### src/rtl/imem_arbiter_if.sv
// Request/response bundle between the fetch stage, the LS port, the instruction ROM
// and imem_arbiter. The slave modport is the arbiter's view; master is the outside world.
interface imem_arbiter_if #(
  parameter int DATA_WIDTH = 32,
  parameter int ADDR_WIDTH = 13
);
  logic                  i_if_valid;
  logic [31:0]           i_if_addr;
  logic                  i_if_flush;
  logic                  o_if_ready;
  logic                  o_if_rvalid;
  logic [DATA_WIDTH-1:0] o_if_rdata;
  logic                  o_if_err;

  logic                  i_ls_valid;
  logic [31:0]           i_ls_addr;
  logic                  o_ls_ready;
  logic                  o_ls_rvalid;
  logic [DATA_WIDTH-1:0] o_ls_rdata;
  logic                  o_ls_err;

  logic [ADDR_WIDTH-1:0] o_imem_addr;
  logic [DATA_WIDTH-1:0] i_imem_data;

  modport slave (
    input  i_if_valid, i_if_addr, i_if_flush, i_ls_valid, i_ls_addr, i_imem_data,
    output o_if_ready, o_if_rvalid, o_if_rdata, o_if_err,
    output o_ls_ready, o_ls_rvalid, o_ls_rdata, o_ls_err, o_imem_addr
  );

  modport master (
    output i_if_valid, i_if_addr, i_if_flush, i_ls_valid, i_ls_addr, i_imem_data,
    input  o_if_ready, o_if_rvalid, o_if_rdata, o_if_err,
    input  o_ls_ready, o_ls_rvalid, o_ls_rdata, o_ls_err, o_imem_addr
  );
endinterface

### src/rtl/imem_arbiter.sv
// Two-port arbiter for the combinational instruction ROM: fetch has fixed priority,
// a starvation counter forces an LS grant, responses are registered one cycle later.
module imem_arbiter #(
  parameter int          DATA_WIDTH   = 32,
  parameter int          ADDR_WIDTH   = 13,
  parameter logic [31:0] BASE_ADDR    = 32'h0000_0000,
  parameter int          STARVE_LIMIT = 4
) (
  input  logic           i_clk,
  input  logic           i_rst_n,
  imem_arbiter_if.slave  bus
);

  localparam logic [0:0] IF_PRI   = 1'b0;
  localparam logic [0:0] LS_FORCE = 1'b1;
  localparam logic [3:0] LIMIT    = 4'(STARVE_LIMIT);

  logic [0:0]            state_q, state_d;
  logic [3:0]            starve_q, starve_d;
  logic                  if_rvalid_q, if_rvalid_d;
  logic                  ls_rvalid_q, ls_rvalid_d;
  logic [DATA_WIDTH-1:0] if_rdata_q, if_rdata_d;
  logic [DATA_WIDTH-1:0] ls_rdata_q, ls_rdata_d;
  logic                  if_err_q, if_err_d;
  logic                  ls_err_q, ls_err_d;

  logic                  if_ok;
  logic                  gnt_if, gnt_ls;
  logic [31:0]           gnt_addr, offset;
  logic                  fault;
  logic [DATA_WIDTH-1:0] resp_data;

  // NOTE: every always_comb output gets a default first so no path infers a latch.
  always_comb begin
    if_ok  = bus.i_if_valid & ~bus.i_if_flush;
    gnt_if = 1'b0;
    gnt_ls = 1'b0;
    if (state_q == LS_FORCE && bus.i_ls_valid) gnt_ls = 1'b1;
    else if (if_ok)                            gnt_if = 1'b1;
    else if (bus.i_ls_valid)                   gnt_ls = 1'b1;
  end

  // With no grant the fetch address still drives the ROM; the result is ignored.
  always_comb begin
    gnt_addr  = gnt_ls ? bus.i_ls_addr : bus.i_if_addr;
    offset    = gnt_addr - BASE_ADDR;
    fault     = (gnt_addr < BASE_ADDR) | (|(offset >> ADDR_WIDTH)) | (|gnt_addr[1:0]);
    resp_data = fault ? '0 : bus.i_imem_data;
  end

  always_comb begin
    starve_d = '0;
    if (bus.i_ls_valid && !gnt_ls)
      starve_d = (starve_q >= LIMIT) ? LIMIT : starve_q + 4'd1;

    state_d = state_q;
    case (state_q)
      IF_PRI:   if (starve_d == LIMIT)              state_d = LS_FORCE;
      LS_FORCE: if (gnt_ls || !bus.i_ls_valid)      state_d = IF_PRI;
      default:                                      state_d = IF_PRI;
    endcase
  end

  always_comb begin
    if_rvalid_d = gnt_if;
    ls_rvalid_d = gnt_ls;
    if_rdata_d  = gnt_if ? resp_data : if_rdata_q;
    if_err_d    = gnt_if ? fault     : if_err_q;
    ls_rdata_d  = gnt_ls ? resp_data : ls_rdata_q;
    ls_err_d    = gnt_ls ? fault     : ls_err_q;
  end

  // NOTE: sequential state uses non-blocking assignments only; reset is asynchronous
  // so an in-flight response vanishes the moment i_rst_n falls.
  always_ff @(posedge i_clk or negedge i_rst_n) begin
    if (!i_rst_n) begin
      state_q     <= IF_PRI;
      starve_q    <= '0;
      if_rvalid_q <= 1'b0;
      ls_rvalid_q <= 1'b0;
      if_rdata_q  <= '0;
      ls_rdata_q  <= '0;
      if_err_q    <= 1'b0;
      ls_err_q    <= 1'b0;
    end else begin
      state_q     <= state_d;
      starve_q    <= starve_d;
      if_rvalid_q <= if_rvalid_d;
      ls_rvalid_q <= ls_rvalid_d;
      if_rdata_q  <= if_rdata_d;
      ls_rdata_q  <= ls_rdata_d;
      if_err_q    <= if_err_d;
      ls_err_q    <= ls_err_d;
    end
  end

  assign bus.o_if_ready  = gnt_if;
  assign bus.o_ls_ready  = gnt_ls;
  assign bus.o_imem_addr = offset[ADDR_WIDTH-1:0];
  assign bus.o_if_rvalid = if_rvalid_q;
  assign bus.o_if_rdata  = if_rdata_q;
  assign bus.o_if_err    = if_err_q;
  assign bus.o_ls_rvalid = ls_rvalid_q;
  assign bus.o_ls_rdata  = ls_rdata_q;
  assign bus.o_ls_err    = ls_err_q;

endmodule
### src/flat_wrapper.sv
// flat-port wrapper written by rule: the top's interface ports become plain ports
module imem_arbiter_flat 
#(
  parameter int          DATA_WIDTH   = 32,
  parameter int          ADDR_WIDTH   = 13,
  parameter logic [31:0] BASE_ADDR    = 32'h0000_0000,
  parameter int          STARVE_LIMIT = 4
)
  (i_clk, i_rst_n, bus_i_if_valid, bus_i_if_addr, bus_i_if_flush, bus_i_ls_valid, bus_i_ls_addr, bus_i_imem_data, bus_o_if_ready, bus_o_if_rvalid, bus_o_if_rdata, bus_o_if_err, bus_o_ls_ready, bus_o_ls_rvalid, bus_o_ls_rdata, bus_o_ls_err, bus_o_imem_addr);
  imem_arbiter_if #(.DATA_WIDTH(DATA_WIDTH), .ADDR_WIDTH(ADDR_WIDTH)) bus_i ();
  input  logic i_clk;
  input  logic i_rst_n;
  input wire logic [$bits(bus_i.i_if_valid)-1:0] bus_i_if_valid;
  input wire logic [$bits(bus_i.i_if_addr)-1:0] bus_i_if_addr;
  input wire logic [$bits(bus_i.i_if_flush)-1:0] bus_i_if_flush;
  input wire logic [$bits(bus_i.i_ls_valid)-1:0] bus_i_ls_valid;
  input wire logic [$bits(bus_i.i_ls_addr)-1:0] bus_i_ls_addr;
  input wire logic [$bits(bus_i.i_imem_data)-1:0] bus_i_imem_data;
  output wire logic [$bits(bus_i.o_if_ready)-1:0] bus_o_if_ready;
  output wire logic [$bits(bus_i.o_if_rvalid)-1:0] bus_o_if_rvalid;
  output wire logic [$bits(bus_i.o_if_rdata)-1:0] bus_o_if_rdata;
  output wire logic [$bits(bus_i.o_if_err)-1:0] bus_o_if_err;
  output wire logic [$bits(bus_i.o_ls_ready)-1:0] bus_o_ls_ready;
  output wire logic [$bits(bus_i.o_ls_rvalid)-1:0] bus_o_ls_rvalid;
  output wire logic [$bits(bus_i.o_ls_rdata)-1:0] bus_o_ls_rdata;
  output wire logic [$bits(bus_i.o_ls_err)-1:0] bus_o_ls_err;
  output wire logic [$bits(bus_i.o_imem_addr)-1:0] bus_o_imem_addr;
  assign bus_i.i_if_valid = bus_i_if_valid;
  assign bus_i.i_if_addr = bus_i_if_addr;
  assign bus_i.i_if_flush = bus_i_if_flush;
  assign bus_i.i_ls_valid = bus_i_ls_valid;
  assign bus_i.i_ls_addr = bus_i_ls_addr;
  assign bus_i.i_imem_data = bus_i_imem_data;
  assign bus_o_if_ready = bus_i.o_if_ready;
  assign bus_o_if_rvalid = bus_i.o_if_rvalid;
  assign bus_o_if_rdata = bus_i.o_if_rdata;
  assign bus_o_if_err = bus_i.o_if_err;
  assign bus_o_ls_ready = bus_i.o_ls_ready;
  assign bus_o_ls_rvalid = bus_i.o_ls_rvalid;
  assign bus_o_ls_rdata = bus_i.o_ls_rdata;
  assign bus_o_ls_err = bus_i.o_ls_err;
  assign bus_o_imem_addr = bus_i.o_imem_addr;
  imem_arbiter #(.DATA_WIDTH(DATA_WIDTH), .ADDR_WIDTH(ADDR_WIDTH), .BASE_ADDR(BASE_ADDR), .STARVE_LIMIT(STARVE_LIMIT)) u_core (.i_clk(i_clk), .i_rst_n(i_rst_n), .bus(bus_i));
endmodule
### config.mk
export PLATFORM = sky130hd
export DESIGN_NAME = imem_arbiter_flat
export DESIGN_NICKNAME = d
export VERILOG_FILES = /design/src/rtl/imem_arbiter_if.sv /design/src/rtl/imem_arbiter.sv /design/src/flat_wrapper.sv
export SDC_FILE = /design/constraint.sdc
export NUM_CORES = 1
export LEC_CHECK = 0
export CAP_MARGIN = 20
export CORE_MARGIN = 1
export CORE_UTILIZATION = 34
export DETAILED_ROUTE_END_ITERATION = 6
export GPL_TIMING_DRIVEN = 0
export PLACE_DENSITY = 0.82
export SETUP_SLACK_MARGIN = 0.4
export SLEW_MARGIN = 5
export SYNTH_ARGS = -nofsm -noshare
export SYNTH_HDL_FRONTEND = slang
export SYNTH_SLANG_ARGS = --single-unit
export TNS_END_PERCENT = 5
### constraint.sdc
create_clock -name i_clk -period 1.6 [get_ports i_clk]
set_clock_uncertainty 0.05 [all_clocks]
set_input_delay 0.24 -clock i_clk [delete_from_list [all_inputs] [get_ports i_clk]]
set_output_delay 0.24 -clock i_clk [all_outputs]
set_load 0.005 [all_outputs]
==> results of run 1 <==
## kinds of logic after synthesis
| kind of cell | synth area share, % |
|---|---|
| adders and majority gates | 0.408 |
| and+or+nand+nor | 19.5 |
| AOI/OAI and AO/OA | 16.2 |
| buffers and inverters | 4.20 |
| other | 0.122 |
| DFF | 59.5 |
## metrics by stage
| step | setup slack [ns] | utilization, % | cell area, sq um | power, W | hold slack (ns) |
|---|---|---|---|---|---|
| finish | -0.224 | 59.9 | 5230 | 0.00387 | 0.321 |
| global route | -0.301 | 59.9 | 5230 | 0.00402 | 0.342 |
| CTS | -0.247 | 59.1 | 5150 | 0.00387 | 0.325 |
| detailed placement | -0.994 | 58.1 | 5070 | 0.00243 | 0.139 |
| global placement | -2.14 | 57.9 | 5050 | 0.00242 | 0.406 |
| floorplan | 0.135 | - | 3080 | 0.00201 | -0.106 |
## per-layer routing
| metal | up-vias | track usage (%) | wire length, um |
|---|---|---|---|
| met1 | 1555 | 29.8 | 4760 |
| met4 | 0 | 6.20 | 128 |
| met3 | 16 | 4.77 | 652 |
| li1 | 1486 | - | - |
| met5 | - | 0 | 0 |
| met2 | 131 | 39.3 | 5270 |
## power by group through the flow
stage | Sequential, W | Combinational, W | Clock, W
6_report | 0.00185 | 0.000620 | 0.00140
5_1_grt | 0.00186 | 0.000663 | 0.00150
4_1_cts | 0.00185 | 0.000590 | 0.00142
3_5_place_dp | 0.00189 | 0.000542 | 0
3_3_place_gp | 0.00189 | 0.000527 | 0
2_1_floorplan | 0.00189 | 0.000120 | 0
## repair_timing
item | in CTS | in global routing
pin swaps | 25 | 9
hold buffers | 1 | 0
endpoints found under the hold margin | 28 | 0
gates resized for setup | 387 | 28
endpoints found under the setup margin | 153 | 86
gates cloned | 2 | 0
buffers inserted | 14 | 3
## registers in the layout (all words and copies together), names as in the netlist
name	count
u_core.state_q	1
u_core.bus.o_ls_rdata	32
u_core.starve_q	4
u_core.bus.o_if_rdata	32
u_core.bus.o_ls_rvalid	1
u_core.bus.o_ls_err	1
u_core.bus.o_if_err	1
u_core.bus.o_if_rvalid	1
## critical path, delay by kind of cell, from the launching register on
kind                   cells  cell delay [ns]
buffers and inverters      4             0.44
flip-flops                 1             0.44
AND/OR/NAND/NOR            2             0.13
AO/OA/AOI/OAI              1             0.19
## cells in the final DEF (no fill, tap or decap), types with 8 or more instances in the layout
cell type,instances
buf_2,77
o21ai_1,24
nand2_1,56
dfrtp_1,72
buf_4,11
o21ai_0,8
clkbuf_8,12
nand3_1,34
clkdlybuf4s50_1,96
nand2_2,14
buf_6,12
a22o_1,29
## area by class of cell
class                   instances  area [sq um]  area share, %
well taps                     108           135           2.59
multi-input cells             201          1210           23.2
inverters                       5          28.8          0.551
flip-flops and latches         73          1830           35.0
clock inverters                 5          58.8           1.13
plain buffers                  22           203           3.88
repair buffers                204          1640           31.3
clock buffers                   9           124           2.37
## final timing paths
kind / startpoint / endpoint / cells after the start
worst max register to register: u_core.state_q / u_core.bus.o_if_rdata[18] / 7
max in group asynchronous: i_rst_n / u_core.bus.o_ls_rdata[12] / 3
worst max-delay path: u_core.state_q / bus_o_imem_addr[9] / 7
worst min register to register: u_core.starve_q[0] / u_core.starve_q[0] / 1
worst min-delay path: i_rst_n / u_core.bus.o_if_rdata[27] / 2
min in group i_clk: bus_i_ls_valid / u_core.starve_q[1] / 3
==> impl_metrics.yaml, run 1 <==
setup_path:
  worstPathCellList: "o21ai_4 -> buf_8 -> buf_6 -> buf_6 -> nand2_4 -> nand2_4 -> buf_6"
  worstSetupStartpointType: "flop"
  critPathMaxFanout: 4
  crit_required_ns: 1.31
  crit_path_top_delay_cell: "dfrtp_2"
  critPathKind: "flop to output port"
  crit_arrival_ns: 1.53
  end_kind: "output port"
  slowest_delay_ns: 0.44
  r2r_slack_ns: -0.21
  crit_top_cell: "buf_6"
clock_tree:
  clkTransAtPathRegs_ns: 0.08
  clkSinkCount: 73
  h-tree-depth: 3
  clk_path_buf_depth: 2
  cts_root_buf: "clkbuf_8"
  clk_latency_ns: 0.33
  cts_tree: "done"
  cts_buffers: 9
synth:
  yosys-top-cells-area: "dfrtp_1 (60%), nand2_1 (9.1%), a22o_1 (8.3%)"
  yosysWarnings: 0
  syn_area_per_cell_sq_um: 10.2
  synth_largest_area_cell: "dfrtp_1"
  syn_area_sq_um: 3070
  syn-instance-count: 301
  ys.flop_type: "dfrtp_1"
  synth_most_common_cell: "nand2_1"
  synth_commonest_cells: "nand2_1 (74), dfrtp_1 (73), nand3_1 (34)"
  netlist.area_leader.share_pct: 59.5
  synth_cell_types: 28
  synth_async_sr_flop_share_pct: 100
  syn-num-nets: 403
  synth_seq_area_share_pct: 59.5
  synth_seq_cells: 73
  synth-edff-count: 0
routing:
  drt_iter0_markers: 129
  dr.pass1.iters: 4
  num_vias: 3188
  vias_per_cell: 5.08
  totalWireLength_um: 10800
  postRouteAntennaNets: 0
  wl_per_cell_um: 17.2
  drc_errors: 0
die:
  placementRows: 34
  core-area_sq_um: 8720
  chipHeight_um: 97.0
  fp.dieArea_sq_um: 9410
  initial_core_util_pct: 35.2
  io_pins: 184
  die_w_um: 97.0
status:
  outcome: "finished with violations"
  violations: "setup timing"
global_route:
  grtUsageTotal_pct: 23.1
  grt_overflow: 0
  antenna_found_initial: 0
  grt_pass1_vias: 3264
  grt_max_degree: 46
  grt_first_pass_wirelength_um: 17200
sta:
  tightest_slew_ns: 0.509
  fin_crit_ns: 1.82
  final.setup.worst_slack_ns: -0.224
  fin_tns_setup_ns: -13.78
  fmax_mhz: 548
  rsz0062_at_grt: "true"
  finalHoldViolCount: 0
  setup_viol: 81
  fin_crit_sh_pct: 114
  drv_slew: 0
  relSlewSlack_pct: 66.0
power:
  switching_power_w: 0.000964
  pwr-share-comb_pct: 16.0
  seqPwrFrac_pct: 47.9
  power_density_nw_per_um2: 741
  p_clk_share_pct: 36.1
  p_leak_nw: 2.54
  p_sw_share_pct: 24.9
  vdd_drop_max_v: 0.000345
  p_int_w: 0.00291
final_layout:
  drive_above_1_share_pct: 32.0
  fillers: 761
  area_growth_pct: 70.4
  final-instance-count-excl-fill: 627
  layout.nets: 618
  num_antenna_cells: 0
placement:
  gp_congestion: 0.779
  port_buffers: 183
  place_hpwl_um: 7700
  placedCellCount: 593
job:
  drv_cap: 0
worst_hold_path:
  hold_path_class: "input pin to async pin"
No activity file was read; power rests on OpenSTA's default activity.
==> run 2, diff against run 1 <==
--- a/constraint.sdc
+++ b/constraint.sdc
@@ -4,2 +4,2 @@
 set_output_delay 0.24 -clock i_clk [all_outputs]
-set_load 0.005 [all_outputs]
+set_load 0.1 [all_outputs]
==> run 2 against run 1 <==
  * The flow still finishes with violations (setup timing)
  * Critical path depth is 1 lower
  * Die area stayed put
  * Fmax fell by 2.7%
  * Worst hold slack got worse by 0.11 ns
  * Largest power group unchanged
  * Clock power is 14% higher
  * Critical endpoint is now bus_o_imem_addr[8]
  * Core utilization up 18 points
  * Sequential share of layout area decreased by 8.2 points
  * Cell count up 0.16%
  * Routed wire length is 21% higher
  * Largest cell class unchanged
==> impl_metrics.yaml, run 2 (synthesis results as in run 1) <==
status:
  outcome: "finished with violations"
  violations: "setup timing"
routing:
  wl_per_cell_um: 20.8
  vias_per_cell: 5.29
  dr.pass1.iters: 4
  drt_iter0_markers: 108
  drc_errors: 0
  totalWireLength_um: 13000
  postRouteAntennaNets: 0
  num_vias: 3324
sta:
  relSlewSlack_pct: 66.4
  drv_slew: 0
  fin_crit_sh_pct: 117
  rsz0062_at_grt: "true"
  setup_viol: 81
  finalHoldViolCount: 0
  fmax_mhz: 534
  fin_crit_ns: 1.87
  tightest_slew_ns: 0.504
  final.setup.worst_slack_ns: -0.274
setup_path:
  crit_required_ns: 1.31
  critPathMaxFanout: 6
  crit_arrival_ns: 1.58
  critPathKind: "flop to output port"
  slowest_delay_ns: 0.44
  end_kind: "output port"
  worstPathCellList: "o21ai_4 -> inv_2 -> clkbuf_16 -> nand2_4 -> nand2_8 -> buf_12"
  worstSetupStartpointType: "flop"
  crit_path_top_delay_cell: "dfrtp_2"
clock_tree:
  clk_path_buf_depth: 2
  cts_buffers: 9
  clk_latency_ns: 0.34
  cts_root_buf: "clkbuf_8"
  cts_tree: "done"
  h-tree-depth: 3
  clkSinkCount: 73
  clkTransAtPathRegs_ns: 0.09
global_route:
  grt_pass1_vias: 3560
  grt_overflow: 0
  grt.met3_usage_pct: 7.08
  antenna_found_initial: 0
  use_met1_pct: 28.9
  grtUsageMet2_pct: 48.4
  grtUsageTotal_pct: 26.3
  top_usage_layer: "met2"
  grt_first_pass_wirelength_um: 19200
  grt_max_degree: 66
final_layout:
  num_antenna_cells: 0
  layout.nets: 617
  fillers: 488
  area_growth_pct: 122
  layout_common_cells: "clkdlybuf4s50_1 (88), buf_12 (84), dfrtp_1 (72)"
  design_area_sq_um: 6820
  drive_above_1_share_pct: 36.5
  layout_commonest_cell: "clkdlybuf4s50_1"
die:
  core-area_sq_um: 8720
  initial_core_util_pct: 35.2
  placementRows: 34
  chipHeight_um: 97.0
  die_w_um: 97.0
  io_pins: 184
  fp.dieArea_sq_um: 9410
placement:
  place_hpwl_um: 7880
  gp_congestion: 0.740
  port_buffers: 183
  dpl_cell_area_sq_um: 5400
  dp_slack_ns: -1.54
power:
  power_density_nw_per_um2: 671
  p_leak_nw: 2.95
  vdd_drop_max_v: 0.000507
worst_hold_path:
  hold_path_class: "input pin to async pin"
job:
  drv_cap: 0
-- run 2: timing repair --
item	4_1_cts	5_1_grt
setup endpoints to repair	153	153
hold buffers	1	0
cloned	0	4
resized for setup	764	68
pin swaps	22	6
endpoints found under the hold margin	73	0
buffers inserted	2	12
-- run 2: through the flow --
step | total power (W) | std cells | hold slack (ns) | utilization [%] | TNS (ns)
after detailed placement | 0.00282 | 593 | 0.0271 | 62.0 | -71.06
final | 0.00458 | 628 | 0.212 | 78.2 | -11.83
after global routing | 0.00472 | 628 | 0.225 | 78.2 | -17.94
after floorplan | 0.00239 | 301 | -0.106 | - | 0
after global placement | 0.00280 | 592 | 0.405 | 61.7 | -225.81
after CTS | 0.00452 | 612 | 0.201 | 74.4 | -14.79
-- run 2: critical path: cells and delay by family (launching register included) --
kind / cells / cell delay (ns)
flip-flops: 1 / 0.44
AO/OA/AOI/OAI: 1 / 0.17
buffers and inverters: 3 / 0.46
AND/OR/NAND/NOR: 2 / 0.16
-- run 2: final timing paths --
kind / startpoint / end / slack (ns) / depth (start not counted)
worst max-delay path: u_core.state_q / bus_o_imem_addr[8] / -0.27 / 6
worst min-delay path: i_rst_n / u_core.bus.o_ls_rdata[29] / 0.21 / 2
worst max register to register: u_core.state_q / u_core.bus.o_ls_rdata[1] / -0.19 / 7
worst min register to register: u_core.starve_q[0] / u_core.starve_q[0] / 0.44 / 1
max in group asynchronous: i_rst_n / u_core.state_q / 0.74 / 3
min in group i_clk: bus_i_ls_valid / u_core.starve_q[1] / 0.34 / 3
-- run 2: where the power goes --
group	switching [W]	leakage (nW)	internal (W)	total [W]
combinational	0.000620	1.84	0.000495	0.00111
clock	0.000720	0.107	0.000885	0.00160
sequential	0.00000689	1.00	0.00185	0.00186
total	0.00135	2.95	0.00323	0.00458
-- run 2: layer usage --
| layer | vias up | wire (um) |
|---|---|---|
| met5 | - | 0 |
| li1 | 1491 | - |
| met2 | 150 | 7090 |
| met4 | 0 | 365 |
| met3 | 29 | 876 |
| met1 | 1654 | 4710 |
-- run 2: cell type report --
type | count | area (sq um) | area share [%]
Tap cell | 108 | 135 | 1.98
Clock buffer | 10 | 128 | 1.87
Clock inverter | 6 | 90.1 | 1.32
Sequential cell | 73 | 1830 | 26.8
Buffer | 22 | 231 | 3.40
Inverter | 5 | 26.3 | 0.385
Timing Repair Buffer | 203 | 2860 | 42.0
Multi-Input combinational cell | 201 | 1520 | 22.3
==> run 3, diff against run 2 <==
Settings changed: REMOVE_ABC_BUFFERS set to 1.
==> run 3 against run 2 <==
  * The run still ends with setup timing left
  * Worst hold slack better by 0.12 ns
  * Sequential share of layout area rose by 3.0 points
  * Via count decreased by 4.8%
  * Largest power group unchanged
  * Combinational power fell by 15%
  * Die area unchanged
  * Critical path depth unchanged
  * Fmax fell by 8.1%
==> impl_metrics.yaml, run 3 (synthesis results as in run 1) <==
routing:
  dr.pass1.iters: 5
  wl_met3_um: 922
  highest-signal-layer: "met4"
  totalWireLength_um: 10900
  drt_iter0_markers: 96
  postRouteAntennaNets: 0
  drc_errors: 0
  num_vias: 3166
  wl_per_cell_um: 18.1
  vias_per_cell: 5.27
  wl_met2_um: 5790
  wirelength_met1_um: 3920
sta:
  setup_viol: 80
  relSlewSlack_pct: 40.6
  final.setup.worst_slack_ns: -0.440
  finalHoldViolCount: 0
  rsz0062_at_grt: "true"
  drv_slew: 0
  fmax_mhz: 490
  tightest_slew_ns: 0.888
  fin_tns_setup_ns: -15.89
  fin_crit_ns: 2.04
  fin_crit_sh_pct: 127
worst_hold_path:
  hold_path_class: "input pin to async pin"
clock_tree:
  cts_buffers: 9
  clkTransAtPathRegs_ns: 0.08
  cts_tree: "done"
  clk_latency_ns: 0.33
  clkSinkCount: 73
  h-tree-depth: 3
  clk_path_buf_depth: 2
  cts_root_buf: "clkbuf_8"
global_route:
  grt_pass1_vias: 3337
  antenna_found_initial: 1
  grt_max_degree: 42
  grt_overflow: 0
  grtUsageTotal_pct: 23.0
  grt_first_pass_wirelength_um: 17100
final_layout:
  layout_commonest_cell: "clkdlybuf4s50_1"
  final-instance-count-excl-fill: 601
  layout_common_cells: "clkdlybuf4s50_1 (88), dfrtp_1 (72), nand2_1 (61)"
  layout.nets: 590
  drive_above_1_share_pct: 29.9
  fillers: 603
  area_growth_pct: 99.7
  design_area_sq_um: 6130
setup_path:
  startpoint: "u_core.state_q"
  timing.rr.start: "u_core.state_q"
  r2r_slack_ns: -0.24
  critPathKind: "flop to output port"
  cpLargestDelayFamily: "buffers and inverters"
  critPathMaxFanout: 8
  crit_path_top_delay_cell: "dfrtp_2"
  crit_required_ns: 1.31
  r2r_cells: 5
  worstSetupStartpointType: "flop"
  crit_arrival_ns: 1.75
  worstPathCellList: "o21ai_4 -> clkbuf_16 -> clkinvlp_4 -> nand2_1 -> nand2_2 -> buf_12"
  end_kind: "output port"
  slowest_delay_ns: 0.45
  crit_cells: 6
  crit_buf_inv: 3
  cp-endpoint: "bus_o_imem_addr[7]"
  timing.rr.end: "u_core.bus.o_if_rdata[17]"
status:
  outcome: "finished with violations"
  violations: "setup timing"
placement:
  gp_congestion: 0.740
  placedCellCount: 575
  place_hpwl_um: 7090
  dpl_cell_area_sq_um: 5040
  port_buffers: 183
die:
  io_pins: 184
  core-area_sq_um: 8720
  placementRows: 34
  initial_core_util_pct: 35.2
  fp.dieArea_sq_um: 9410
  die_w_um: 97.0
  chipHeight_um: 97.0
power:
  p_leak_nw: 2.67
  power_density_nw_per_um2: 738
  finalPower_w: 0.00452
  vdd_drop_max_v: 0.000459
job:
  drv_cap: 0
run 3: worst min-delay path by stage:
stage / end / slack [ns] / cells past startpoint
2_1_floorplan: u_core.bus.o_if_err / -0.11 / 0
3_3_place_gp: u_core.starve_q[0] / 0.40 / 1
3_5_place_dp: u_core.bus.o_ls_rdata[8] / 0.16 / 1
4_1_cts: u_core.bus.o_ls_rdata[8] / 0.33 / 2
5_1_grt: u_core.bus.o_ls_rdata[8] / 0.37 / 2
6_report: u_core.bus.o_ls_rdata[8] / 0.34 / 2
run 3: power by group:
group	total, W	switching, W	internal (W)	leakage, nW
clock network	0.00172	0.000687	0.00103	0.117
logic	0.000948	0.000535	0.000413	1.55
registers	0.00186	0.00000815	0.00185	1.00
run 3: final cells by class:
cell class	count	area, sq um	share of cell area (%)
tap	108	135	2.21
inverter	5	48.8	0.796
multi-input combinational	201	1240	20.3
antenna	1	2.50	0.0408
timing repair inverter	1	7.51	0.123
timing repair buffer	197	2630	42.9
clock buffer	10	128	2.08
sequential	73	1830	29.8
clock inverter	5	104	1.69
run 3: stage by stage:
stage          setup slack (ns)  utilization [%]  hold WS [ns]
6_report                 -0.440             70.3         0.335
5_1_grt                  -0.505             70.3         0.371
3_3_place_gp              -6.25             56.5         0.402
2_1_floorplan             -4.03                -        -0.106
4_1_cts                  -0.435             69.7         0.326
3_5_place_dp              -2.03             57.8         0.164
run 3: timing repair:
item,CTS,global route
gates cloned,3,0
setup endpoints to repair,154,154
endpoints found under the hold margin,32,0
pin swaps,32,16
gates resized for setup,737,14
buffers inserted,4,2
hold buffers,1,0
run 3: per-layer routing:
| layer | GRT usage [%] | up-vias |
|---|---|---|
| li1 | - | 1433 |
| met1 | 24.8 | 1554 |
| met2 | 41.5 | 157 |
| met3 | 7.15 | 22 |
| met4 | 9.64 | 0 |
| met5 | 0 | - |
